**src/rtl/serial_tx_piso.sv**
```systemverilog
// Parallel-in/serial-out transmitter: start bit (0), DATA_W data bits LSB
// first, stop bit (1). Each bit is held on tx_out for CLKS_PER_BIT clocks.
module serial_tx_piso #(
  parameter int DATA_W       = 8,
  parameter int CLKS_PER_BIT = 4
) (
  input  logic              clk,
  input  logic              rst,
  input  logic              tx_valid,
  input  logic [DATA_W-1:0] tx_data,
  output logic              tx_ready,
  output logic              tx_out,
  output logic              busy
);

  // state    | meaning
  // ST_IDLE  | line high, tx_ready asserted, waiting for an accept
  // ST_START | start bit (0) on the line
  // ST_DATA  | data bits, LSB first, from shift_q[0]
  // ST_STOP  | stop bit (1) on the line

  // A one-clock bit period still needs a 1-bit counter to keep widths legal.
  localparam int CNT_W = (CLKS_PER_BIT > 1) ? $clog2(CLKS_PER_BIT) : 1;
  localparam int BIT_W = $clog2(DATA_W + 1);

  localparam logic [CNT_W-1:0] CLK_LAST = CNT_W'(CLKS_PER_BIT - 1);
  localparam logic [BIT_W-1:0] BIT_LAST = BIT_W'(DATA_W - 1);

  typedef enum logic [1:0] {
    ST_IDLE  = 2'd0,
    ST_START = 2'd1,
    ST_DATA  = 2'd2,
    ST_STOP  = 2'd3
  } state_e;

  state_e            state_q, state_d;
  logic [DATA_W-1:0] shift_q, shift_d;
  logic [CNT_W-1:0]  clk_cnt_q, clk_cnt_d;
  logic [BIT_W-1:0]  bit_cnt_q, bit_cnt_d;
  logic              tx_out_q, tx_out_d;
  logic              busy_q, busy_d;

  logic              accept;
  logic              bit_end;
  logic [DATA_W-1:0] shift_nxt;

  // Ready is gated by rst so it drops the instant reset is applied.
  assign tx_ready  = rst && (state_q == ST_IDLE);
  assign accept    = tx_valid && tx_ready;
  assign bit_end   = (clk_cnt_q == CLK_LAST);
  // Shifting by an operator (not a slice) keeps DATA_W=1 legal.
  assign shift_nxt = shift_q >> 1;

  assign tx_out = tx_out_q;
  assign busy   = busy_q;

  // Next-state logic; tx_out_d/busy_d anticipate the level of the next state
  // so the registered outputs line up with the state they describe.
  always_comb begin
    state_d   = state_q;
    shift_d   = shift_q;
    clk_cnt_d = clk_cnt_q;
    bit_cnt_d = bit_cnt_q;
    tx_out_d  = tx_out_q;
    busy_d    = busy_q;

    unique case (state_q)
      ST_IDLE: begin
        tx_out_d = 1'b1;
        busy_d   = 1'b0;
        if (accept) begin
          shift_d   = tx_data;
          clk_cnt_d = '0;
          bit_cnt_d = '0;
          state_d   = ST_START;
          tx_out_d  = 1'b0;
          busy_d    = 1'b1;
        end
      end

      ST_START: begin
        if (bit_end) begin
          clk_cnt_d = '0;
          state_d   = ST_DATA;
          tx_out_d  = shift_q[0];
        end else begin
          clk_cnt_d = clk_cnt_q + CNT_W'(1);
        end
      end

      ST_DATA: begin
        if (bit_end) begin
          clk_cnt_d = '0;
          shift_d   = shift_nxt;
          if (bit_cnt_q == BIT_LAST) begin
            state_d  = ST_STOP;
            tx_out_d = 1'b1;
          end else begin
            bit_cnt_d = bit_cnt_q + BIT_W'(1);
            tx_out_d  = shift_nxt[0];
          end
        end else begin
          clk_cnt_d = clk_cnt_q + CNT_W'(1);
        end
      end

      ST_STOP: begin
        tx_out_d = 1'b1;
        if (bit_end) begin
          clk_cnt_d = '0;
          state_d   = ST_IDLE;
          busy_d    = 1'b0;
        end else begin
          clk_cnt_d = clk_cnt_q + CNT_W'(1);
        end
      end

      default: begin
        state_d   = ST_IDLE;
        clk_cnt_d = '0;
        bit_cnt_d = '0;
        tx_out_d  = 1'b1;
        busy_d    = 1'b0;
      end
    endcase
  end

  // State and output registers; reset drops any frame in flight at once.
  always_ff @(posedge clk or negedge rst) begin
    if (!rst) begin
      state_q   <= ST_IDLE;
      shift_q   <= '0;
      clk_cnt_q <= '0;
      bit_cnt_q <= '0;
      tx_out_q  <= 1'b1;
      busy_q    <= 1'b0;
    end else begin
      state_q   <= state_d;
      shift_q   <= shift_d;
      clk_cnt_q <= clk_cnt_d;
      bit_cnt_q <= bit_cnt_d;
      tx_out_q  <= tx_out_d;
      busy_q    <= busy_d;
    end
  end

endmodule

```
**config.mk**
```make
export PLATFORM = sky130hd
export DESIGN_NAME = serial_tx_piso
export DESIGN_NICKNAME = d
export VERILOG_FILES = /design/src/rtl/serial_tx_piso.sv
export SDC_FILE = /design/constraint.sdc
export NUM_CORES = 1
export LEC_CHECK = 0
export ABC_CLOCK_PERIOD_IN_PS = 2200
export BUFFER_PORTS_ARGS = -buffer_cell sky130_fd_sc_hd__buf_4
export CAP_MARGIN = 0
export CORE_MARGIN = 5
export CORE_UTILIZATION = 58
export CTS_BUF_LIST = sky130_fd_sc_hd__clkbuf_8
export DETAILED_ROUTE_END_ITERATION = 12
export PLACE_DENSITY = 0.88
export REMOVE_ABC_BUFFERS = 1
export SYNTH_ARGS = -nofsm -noshare
export SYNTH_HDL_FRONTEND = slang
export SYNTH_SLANG_ARGS = --single-unit
```
**constraint.sdc**
```tcl
create_clock -name clk -period 2.2 [get_ports clk]
set_input_delay 0.22 -clock clk [delete_from_list [all_inputs] [get_ports clk]]
set_output_delay 0.22 -clock clk [all_outputs]
set_load 0.03 [all_outputs]
```
==> Word level (Yosys, flattened, before mapping) <==
Cells that the tools add are included.
{ "word_totals": {"reg_bits": 18, "latchBits": 0, "ram_bits": 0, "romBits": 0, "inputBits": 11, "out_inout_bits": 3, "wordCells": 54, "memories": 0} }
{ "classes": {"add_sub_neg": 2, "mul": 0, "div_mod_pow": 0, "n_lt_le_gt_ge": 0, "n_eq_ne": 11, "shifts": 0, "n_mux": 24, "bitwise_logic": 0, "reduce_logical": 11} }
{ "op_table": {"columns": ["op", "count"], "rows": [
  ["$mux W8", 2],
  ["$pmux W8 S2", 1],
  ["$mux W2", 7],
  ["$mux W4", 3],
  ["$ne A2 B2 Y1 const B", 6],
  ["$pmux W2 S4", 1],
  ["$pmux W4 S2", 1],
  ["$eq A2 B2 Y1 const B", 3],
  ["$mux W1", 6],
  ["$reduce_and A5 Y1", 1],
  ["$add A4 B1 Y4 const B", 1],
  ["$eq A4 B3 Y1 const B", 1],
  ["$pmux W1 S4", 1],
  ["$pmux W2 S2", 1],
  ["$reduce_and A2 Y1", 2],
  ["$reduce_and A4 Y1", 1],
  ["$reduce_bool A2 Y1", 2],
  ["$reduce_and A3 Y1", 1],
  ["$reduce_or A3 Y1", 1],
  ["$add A2 B1 Y2 const B", 1],
  ["$eq A2 B1 Y1 const B", 1],
  ["$logic_and A1 B1 Y1", 2],
  ["$logic_not A2 Y1", 1],
  ["$pmux W1 S2", 1]
]} }

==> Logic depth before layout (Yosys ltp) <==
Gate-level depths: netlist of the first run.
{ "depth": {"depth_word": 5, "ltp_mapped": 7, "ltp_nobuf": 5} }

==> Least setup slack after synthesis of the first run <==
Ideal clock, no wire load.
{ "synth_path": {"kind": "register -> register", "from": "reg state_q[0]", "to": "reg state_q[1]", "setup_ns": 0.125, "t_arrival_ns": 1.606, "required_time_ns": 2.075, "path_slack_ns": 0.469, "stages_incl_launch_ff": 7, "n_path_buf": 1, "synth_period_minus_slack_ns": 1.731, "cell_sequence": "dfrtp_1 > inv_1 > ha_1 > buf_6 > o21ba_1 > a2111o_1 > mux2_4"} }
{ "synth_via": {"elab_chain_cells": 5, "elab_cells_between_ends": 13, "cone_classes": "8 x eq/ne; 1 x mux; 4 x reduce/logical"} }
{ "synth_rtl": {"columns": ["item", "line_no", "source"], "rows": [
  ["start: declaration", "36", "state_e state_q, state_d;"],
  ["start signal: assignment", "138", "state_q <= state_d;"],
  ["$logic_not A2 Y1", "48, 67", null],
  ["$logic_and A1 B1 Y1", "48", "assign tx_ready = rst && (state_q == ST_IDLE);"],
  ["$logic_and A1 B1 Y1", "49", "assign accept = tx_valid && tx_ready;"],
  ["$ne A2 B2 Y1 (no line)", null, null],
  ["$reduce_and A5 Y1 (no line)", null, null]
]} }
Parallel ways exist; a longest one is shown, timed or not.
A chain may end at the register's enable or synchronous reset.

==> Final worst setup path of the first run <==
{ "layout_path": {"from": "reg state_q[0]", "to": "reg tx_out_q (netlist: tx_out)"} }
{ "layout_via": {"elab_chain_cells": 5, "elab_cells_between_ends": 11, "cone_classes": "5 x eq/ne; 2 x mux; 4 x reduce/logical"} }
{ "layout_rtl": {"columns": ["item", "line_no", "source"], "rows": [
  ["$logic_not A2 Y1", "48, 67", null],
  ["$logic_and A1 B1 Y1", "48", null],
  ["$logic_and A1 B1 Y1", "49", null],
  ["$mux W1", "71", "if (accept) begin"],
  ["$pmux W1 S4", "67", "unique case (state_q)"],
  ["end signal: assignment", "142", "tx_out_q <= tx_out_d;"],
  ["end: declaration", "40", "logic tx_out_q, tx_out_d;"]
]} }
Parallel ways exist; a longest one is shown, timed or not.

==> results of run 1 <==
[report_power, final]
group	total, mW	internal [mW]	switching, mW
sequential	0.331	0.331	0
combinational	0.0232	0.0128	0.0103
clock	0.271	0.159	0.112
[cell families after synthesis]
| kind of cell | Yosys count | share of synthesized area (%) |
|---|---|---|
| flip-flops | 18 | 44.6 |
| adder cells (fa/ha/maj) | 6 | 7.42 |
| AO/OA/AOI/OAI | 35 | 21.4 |
| buffers and inverters | 11 | 5.07 |
| AND/OR/NAND/NOR | 21 | 12.1 |
| multiplexers | 9 | 9.39 |
[flip-flops by register name (all words and copies together) (netlist names)]
signal and flops:
bit_cnt_q 4, clk_cnt_q 2, state_q 2, tx_out 1, busy 1, shift_q 8
[cell type report]
type / count / area (µm²)
clock buffer: 4 / 55.1
fill: 111 / 495
inverter: 5 / 18.8
multi-input combinational: 71 / 509
sequential: 18 / 452
tap: 17 / 21.3
timing repair buffer: 18 / 138
[tightest hold or removal path, delay by kind of cell]
kind / cells / cell delay, ns
and+or+nand+nor: 1 / 0.06
buffers and inverters: 1 / 0.11
AOI/OAI and AO/OA: 1 / 0.08
[worst paths after layout]
kind                       slack [ns]  cells past startpoint          to        from
min reg2reg                      0.50                      2      tx_out      tx_out
max                              0.30                      6      tx_out  state_q[0]
max in group asynchronous        1.56                      2      tx_out         rst
min in group asynchronous        0.37                      2  shift_q[3]         rst
min                              0.25                      3  shift_q[7]  tx_data[7]
max reg2reg                      0.30                      6      tx_out  state_q[0]
[per-layer routing]
layer | global-route usage [%] | routed length, µm
met5 | 0 | 0
met4 | 11.8 | 59
met3 | 4.58 | 88
met2 | 33.1 | 1080
met1 | 21.7 | 909
[layout by cell type (no fill, tap or decap), drive strengths merged, types with 2 or more instances in the layout]
cell    instances
buf            17
clkbuf          4
inv             5
mux2i           8
nor2            2
dfrtp          17
nand3           7
nand3b          2
ha              6
nand2b          2
o21ai          22
o211ai          3
[per-stage QoR]
| stage | std cells | area, µm² |
|---|---|---|
| 3_3_place_gp | 128 | 1130 |
| 6_report | 133 | 1190 |
| 5_1_grt | 133 | 1190 |
| 3_5_place_dp | 128 | 1130 |
| 2_1_floorplan | 94 | 980 |
| 4_1_cts | 133 | 1190 |
[repair_timing]
item                      CTS  global route
gates resized for setup     0             0
hold endpoints to repair   17             0
hold buffers                1             0
==> impl_metrics.tcl, run 1 <==
set metrics [dict create \
    routedWlPerCell_um 16.1 \
    netlist.area_leader.share_pct 42.0 \
    dp_slack_ns 0.359 \
    synth_common_cells "o21ai_0, dfrtp_1, mux2i_1" \
    grt_usage_pct 19.4 \
    cts_max_path_buffers 2 \
    drcViolationCount 0 \
    hold_ws_ns 0.254 \
    power.density_nw_per_um2 524 \
    gp_congestion 0.821 \
    syn_to_final_growth_pct 17.9 \
    synth_seq_cells 18 \
    ctsRootBufferMaster "clkbuf_8" \
    cp_cell_sequence "inv_1 > ha_1 > a21boi_1 > buf_4 > a2111oi_0 > a221oi_1" \
    die_w_um 51.8 \
    hold_class "in2reg" \
    vias 851 \
    start_util_pct 59.9 \
    syn_inst 100 \
    hold_violations 0 \
    final_util_pct 70.7 \
    fmax_mhz 527 \
    crit_type "reg2reg" \
    crit_fanout 12 \
    crit_slowest_cell "dfrtp_1" \
    ir_worst_vdd_v 0.000435 \
    synth-async-reset-ratio_pct 100 \
    fin_tns_setup_ns 0 \
    status "complete, no violations" \
    yosys.area.top_type "dfrtp_1" \
    synth_warnings 0 \
    cts_buffers 3 \
    core-area_um2 1690 \
    antenna_found_initial 0 \
    worstPathRequired_ns 2.36 \
    grt_max_degree 22 \
    syn_area_um2 1010 \
    cp.arrival_ns 2.06 \
    grt_pass1_vias 901 \
    drt-initial-drc-count 14 \
    io-pin-count 14 \
    seq_area_frac_synth_pct 44.6 \
    startpoint_type "register" \
    total_power_mw 0.626 \
    worst_slack_ns 0.302 \
    critPathTopFamily "compound AO/OA/AOI/OAI gates" \
    synth_flop_cell "dfrtp_1" \
    maxCapViolations 0 \
    num_antenna_cells 0 \
    maxSlewHeadroom_pct 72.8 \
    fin_crit_sh_pct 86.3 \
    clock_latency_ns 0.25 \
    p_leak_nw 0.592 \
    final_max_slew_viol_count 0 \
    synth_area_leaders "dfrtp_1, o21ai_0, mux2i_1" \
    postCtsSetupRepairBufs 0 \
    hpwl_mm 1.50 \
    crit_buf_inv 2 \
    rsz0062_at_grt "no" \
    critPathMaxStageDelay_ns 0.41 \
    final_layout_size_suffix_gt1_share_pct 20.7 \
    cts.reportedPaths.clkPinSlew_ns 0.07 \
    nets 134 \
    setup_viol 0 \
    synth.avg_cell_area_um2 10.1 \
    ant_nets 0 \
    fp-row-count 15 \
    yosysMostFrequentCell "o21ai_0" \
    die_y_um 51.8 \
    numClockSinks 18 \
    gr-total-overflow 0 \
    skew_ns 0.00299 \
    die_area_um2 2680 \
    grt_pass1_wl_mm 3.84 \
    synth.distinct_cells 33 \
    firstDrtPassIters 6 \
    portBuffers 13 \
    vias_per_cell 6.40 \
    synth_edf_count 0 \
    period_needed_ns 1.90 \
    tightestPinTransition_ns 0.398 \
    end_kind "register" \
    cts-htree-levels 1 \
    wirelength_mm 2.14 \
    cts_tree "done" \
]
Power figures use the tool's default switching activity.
==> run 2: changes to the inputs <==
- ABC_AREA: unset -> 1
- CORE_MARGIN: 5 -> unset
==> impl_metrics.tcl, run 2 <==
set metrics [dict create \
    vias 929 \
    wirelength_mm 2.11 \
    core-area_um2 1580 \
    synth_common_cells "nand2_1, dfrtp_1, inv_1" \
    final.fill_count 107 \
    synth-async-reset-ratio_pct 100 \
    cts_max_path_buffers 2 \
    seqPwrFrac_pct 32.4 \
    power.density_nw_per_um2 1500 \
    gr-total-overflow 0 \
    ant_nets 0 \
    ctsRootBufferMaster "clkbuf_8" \
    startpoint_type "register" \
    crit_fanout 13 \
    syn_area_um2 1030 \
    largest_reg_flops 8 \
    cp.arrival_ns 1.93 \
    nets 172 \
    crit_slowest_cell "dfrtp_1" \
    p_leak_nw 0.685 \
    final_common_cell "nand2_1" \
    power.internal_mw 0.964 \
    worst_slack_ns 0.421 \
    syn_to_final_growth_pct 17.1 \
    grt_pass1_wl_mm 3.58 \
    firstDrtPassIters 5 \
    total_power_mw 1.80 \
    final_layout_size_suffix_gt1_share_pct 17.5 \
    num_antenna_cells 0 \
    regArea_um2 452 \
    cp_common_cell "nand2_1" \
    routedWlPerCell_um 12.4 \
    die_area_um2 1940 \
    die_w_um 44.1 \
    crit_type "reg2reg" \
    cts.reportedPaths.clkPinSlew_ns 0.07 \
    clock_latency_ns 0.26 \
    netlist.area_leader.share_pct 41.5 \
    maxCapViolations 0 \
    grt_usage_pct 24.3 \
    synth.distinct_cells 21 \
    io-pin-count 14 \
    fin_cells 170 \
    multi_input_area_um2 504 \
    fmax_mhz 562 \
    yosysMostFrequentCell "nand2_1" \
    syn_inst 137 \
    fin_tns_setup_ns 0 \
    hpwl_mm 1.49 \
    antenna_found_initial 0 \
    end_kind "register" \
    switching_share_pct 46.5 \
    drcViolationCount 0 \
    final_max_slew_viol_count 0 \
    start_util_pct 65.1 \
    fin_crit_sh_pct 80.9 \
    placed_cells 165 \
    dp_slack_ns 0.484 \
    skew_ns 0.00325 \
    cp_cell_sequence "inv_1 > ha_1 > inv_2 > nor2_2 > nor2_4 > nand2_4 > inv_4 > nand2_1 > nand2_1" \
    ir_worst_vdd_v 0.000881 \
    cts-htree-levels 1 \
    postCtsSetupRepairBufs 0 \
    maxSlewHeadroom_pct 71.9 \
    seq_area_frac_synth_pct 44.0 \
    most-common-layout-cells "nand2_1, dfrtp_1, inv_1" \
    critPathMaxStageDelay_ns 0.42 \
    crit_buf_inv 3 \
    tightestPinTransition_ns 0.421 \
    hold_violations 0 \
    clockPowerShare_pct 15.3 \
    status "complete, no violations" \
    cts_tree "done" \
    synth_warnings 0 \
    synth_seq_cells 18 \
    synth_area_leaders "dfrtp_1, nand2_1, ha_1" \
    portBuffers 13 \
    period_needed_ns 1.78 \
    reg_top3 "shift_q (8), bit_cnt_q (4)" \
    gp_congestion 0.840 \
    critPathTopFamily "simple AND/OR/NAND/NOR gates" \
    numClockSinks 18 \
    hold_class "in2reg" \
    p_comb_share_pct 52.2 \
    regMostFlops "shift_q" \
    synth_flop_cell "dfrtp_1" \
    setup_viol 0 \
    worstPathRequired_ns 2.35 \
    rsz0062_at_grt "no" \
    drt-initial-drc-count 29 \
    yosys.area.top_type "dfrtp_1" \
    cts_buffers 3 \
    grt_pass1_vias 897 \
    grt_max_degree 21 \
    synth.avg_cell_area_um2 7.49 \
    p_sw_mw 0.838 \
    synth_edf_count 0 \
    die_y_um 44.1 \
    vias_per_cell 5.46 \
    fp-row-count 14 \
]
==> run 2: what timing repair did <==
action / 4_1_cts / 5_1_grt
hold buffers: 1 / 0
hold endpoints to repair: 17 / 0
endpoints found under the setup margin: 0 / 0
gates resized for setup: 0 / 0
==> run 2: stage by stage <==
stage	util, %	instance area [µm²]	hold slack, ns
2_1_floorplan	-	1020	-0.0756
3_5_place_dp	72.1	1140	0.104
5_1_grt	76.2	1200	0.271
3_3_place_gp	72.1	1140	0.102
6_report	76.2	1200	0.250
4_1_cts	76.2	1200	0.256
==> run 2: final timing paths <==
| check | start | end | slack, ns | cells past startpoint |
|---|---|---|---|---|
| worst min register to register | clk_cnt_q[0] | clk_cnt_q[0] | 0.48 | 1 |
| worst min-delay path | tx_data[7] | shift_q[7] | 0.25 | 3 |
| max in group asynchronous | rst | tx_out | 1.57 | 2 |
| worst max-delay path | state_q[0] | shift_q[1] | 0.42 | 9 |
| worst max register to register | state_q[0] | shift_q[1] | 0.42 | 9 |
| min in group asynchronous | rst | shift_q[0] | 0.37 | 2 |
==> run 2: area by class of cell <==
| cell class | instances | area share (%) |
|---|---|---|
| clock buffers | 4 | 4.58 |
| multi-input cells | 102 | 42.0 |
| inverters | 16 | 5.21 |
| flip-flops and latches | 18 | 37.6 |
| repair buffers | 14 | 8.96 |
| well taps | 16 | 1.67 |
==> run 2: power by group through the flow <==
stage	Sequential (mW)	Combinational [mW]	Clock, mW
6_report	0.585	0.942	0.276
5_1_grt	0.600	1.07	0.287
4_1_cts	0.583	0.941	0.272
3_5_place_dp	0.585	0.919	0
3_3_place_gp	0.579	0.881	0
2_1_floorplan	0.598	0.678	0
==> run 2: cells by family after synthesis <==
| group | Yosys count | synth area share, % |
|---|---|---|
| adder cells (fa/ha/maj) | 6 | 7.32 |
| buffers and inverters | 17 | 6.83 |
| AO/OA/AOI/OAI | 12 | 6.83 |
| AND/OR/NAND/NOR | 84 | 35.0 |
| flip-flops | 18 | 44.0 |
==> run 2: worst min-delay path: cells and delay by family <==
family          cells  cell delay (ns)
simple gates        1             0.10
buf+inv             1             0.08
compound gates      1             0.07
==> run 2: layer usage <==
layer / GRT usage [%] / routed length, µm / share of wire, % / vias up
met5: 0 / 0 / 0 / -
met4: 11.5 / 48 / 2.3 / 0
met3: 4.49 / 135 / 6.4 / 6
met2: 38.5 / 985 / 47 / 33
met1: 32.3 / 937 / 44 / 426
li1: - / - / - / 464
==> run 3: changes to the inputs <==
- ABC_CLOCK_PERIOD_IN_PS: 2200 -> 1800
- clock period: 2.2 -> 1.8 ns (I/O delays scaled with it)
==> impl_metrics.tcl, run 3 (same netlist as run 2, synthesis figures left out) <==
set metrics [dict create \
    status "complete, no violations" \
    grt_pass1_vias 892 \
    fmax_mhz 627 \
    crit_buf_inv 2 \
    maxCapViolations 0 \
    final_layout_size_suffix_gt1_share_pct 18.1 \
    seqPwrFrac_pct 32.2 \
    cp_cell_sequence "inv_1 > ha_1 > inv_2 > nor2_2 > nor2_4 > nand3_2 > o21ai_0" \
    die_y_um 44.1 \
    final.fill_count 107 \
    syn_to_final_growth_pct 17.8 \
    critPathTopFamily "flip-flops" \
    core-area_um2 1580 \
    period_needed_ns 1.59 \
    routedWlPerCell_um 13.4 \
    cts-htree-levels 1 \
    gp_congestion 0.820 \
    hold_class "in2reg" \
    crit_slowest_cell "dfrtp_1" \
    vias_per_cell 5.50 \
    cts_tree "done" \
    num_antenna_cells 0 \
    maxSlewHeadroom_pct 81.2 \
    vias 941 \
    nets 173 \
    drcViolationCount 0 \
    drt-initial-drc-count 45 \
    numClockSinks 18 \
    crit_type "reg2reg" \
    clockPowerShare_pct 14.9 \
    hpwl_mm 1.61 \
    largest_reg_flops 8 \
    reg_top3 "shift_q (8), bit_cnt_q (4)" \
    critPathMaxStageDelay_ns 0.41 \
    skew_ns 0.000626 \
    portBuffers 13 \
    grt_usage_pct 26.8 \
    gr-total-overflow 0 \
    tightestPinTransition_ns 0.281 \
    hold_violations 0 \
    ir_worst_vdd_v 0.00106 \
    cp.arrival_ns 1.76 \
    start_util_pct 65.1 \
    most-common-layout-cells "nand2_1, dfrtp_1, inv_1, buf_4" \
    final_common_cell "nand2_1" \
    grt_pass1_wl_mm 3.77 \
    fp-row-count 14 \
    fin_crit_sh_pct 88.6 \
    cts_resized 0 \
    regMostFlops "shift_q" \
    final_max_slew_viol_count 0 \
    crit_fanout 10 \
    fin_tns_setup_ns 0 \
    firstDrtPassIters 4 \
    p_sw_mw 1.04 \
    end_kind "register" \
    rsz0062_at_grt "no" \
    cts_max_path_buffers 2 \
    switching_share_pct 46.6 \
    ant_nets 0 \
    ctsRootBufferMaster "clkbuf_8" \
    antenna_found_initial 0 \
    p_comb_share_pct 52.9 \
    cts_buffers 3 \
    power.density_nw_per_um2 1840 \
    startpoint_type "register" \
    power.internal_mw 1.19 \
    setup_viol 0 \
    cts.reportedPaths.clkPinSlew_ns 0.07 \
    die_w_um 44.1 \
    final_util_pct 76.7 \
    io-pin-count 14 \
    worstPathRequired_ns 1.96 \
    grt_max_degree 21 \
    clock_latency_ns 0.25 \
    wirelength_mm 2.30 \
    p_leak_nw 0.690 \
    die_area_um2 1940 \
]
==> run 3: changes by cell type in the layout (fill, tap and decap cells not counted) <==
cell / change
buf_4: +1
==> run 3: power groups by stage <==
stage          combinational [mW]  clock (mW)  sequential [mW]
2_1_floorplan               0.829           0            0.731
6_report                     1.17       0.332            0.716
4_1_cts                      1.18       0.331            0.711
3_5_place_dp                 1.15           0            0.715
5_1_grt                      1.31       0.352            0.737
3_3_place_gp                 1.09           0            0.704
==> run 3: metal layers <==
layer  vias to the layer above  global-route usage [%]  part of all wire, %
met3                         6                    4.49                  5.8
met4                         0                    10.9                  1.8
met1                       437                    33.3                   41
met2                        35                    46.2                   51
met5                         -                       0                    0
li1                        463                       -                    -
==> run 3: worst reg2reg max path: stages, from the launching register on <==
cell and delay [ns]:
dfrtp_1 0.41, inv_1 0.09, ha_1 0.26, inv_2 0.16
nor2_2 0.07, nor2_4 0.15, nand3_2 0.15, o21ai_0 0.22
==> run 3: layout make-up <==
cell class	instances	area (µm²)	share of cell area [%]
Inverter	16	62.6	5.18
Clock buffer	4	55.1	4.55
Tap cell	16	20.0	1.66
Multi-Input combinational cell	102	504	41.7
Timing Repair Buffer	15	115	9.52
Sequential cell	18	452	37.4
==> run 3: worst paths after layout <==
| check | slack [ns] | depth (start not counted) | end | start |
|---|---|---|---|---|
| hold reg to reg | 0.49 | 2 | shift_q[2] | shift_q[2] |
| min in group asynchronous | 0.33 | 2 | clk_cnt_q[0] | rst |
| max in group asynchronous | 1.21 | 2 | tx_out | rst |
| hold / removal | 0.22 | 3 | shift_q[7] | tx_data[7] |
| setup reg to reg | 0.21 | 7 | bit_cnt_q[2] | state_q[0] |
| setup / recovery | 0.21 | 7 | bit_cnt_q[2] | state_q[0] |
==> run 3: through the flow <==
stage / instance area (µm²) / instances / hold slack, ns / setup WS [ns] / power [mW]
floorplan: 1020 / 136 / -0.116 / 0.292 / 1.56
CTS: 1210 / 171 / 0.217 / 0.214 / 2.22
detailed placement: 1140 / 166 / 0.0680 / 0.268 / 1.87
global placement: 1140 / 166 / 0.0635 / 0.322 / 1.80
global route: 1210 / 171 / 0.230 / 0.0974 / 2.40
finish: 1210 / 171 / 0.215 / 0.205 / 2.22
==> run 3: what timing repair did <==
action | 4_1_cts | 5_1_grt
hold endpoints to repair | 17 | 0
setup buffers | 0 | 0
hold buffers | 1 | 0
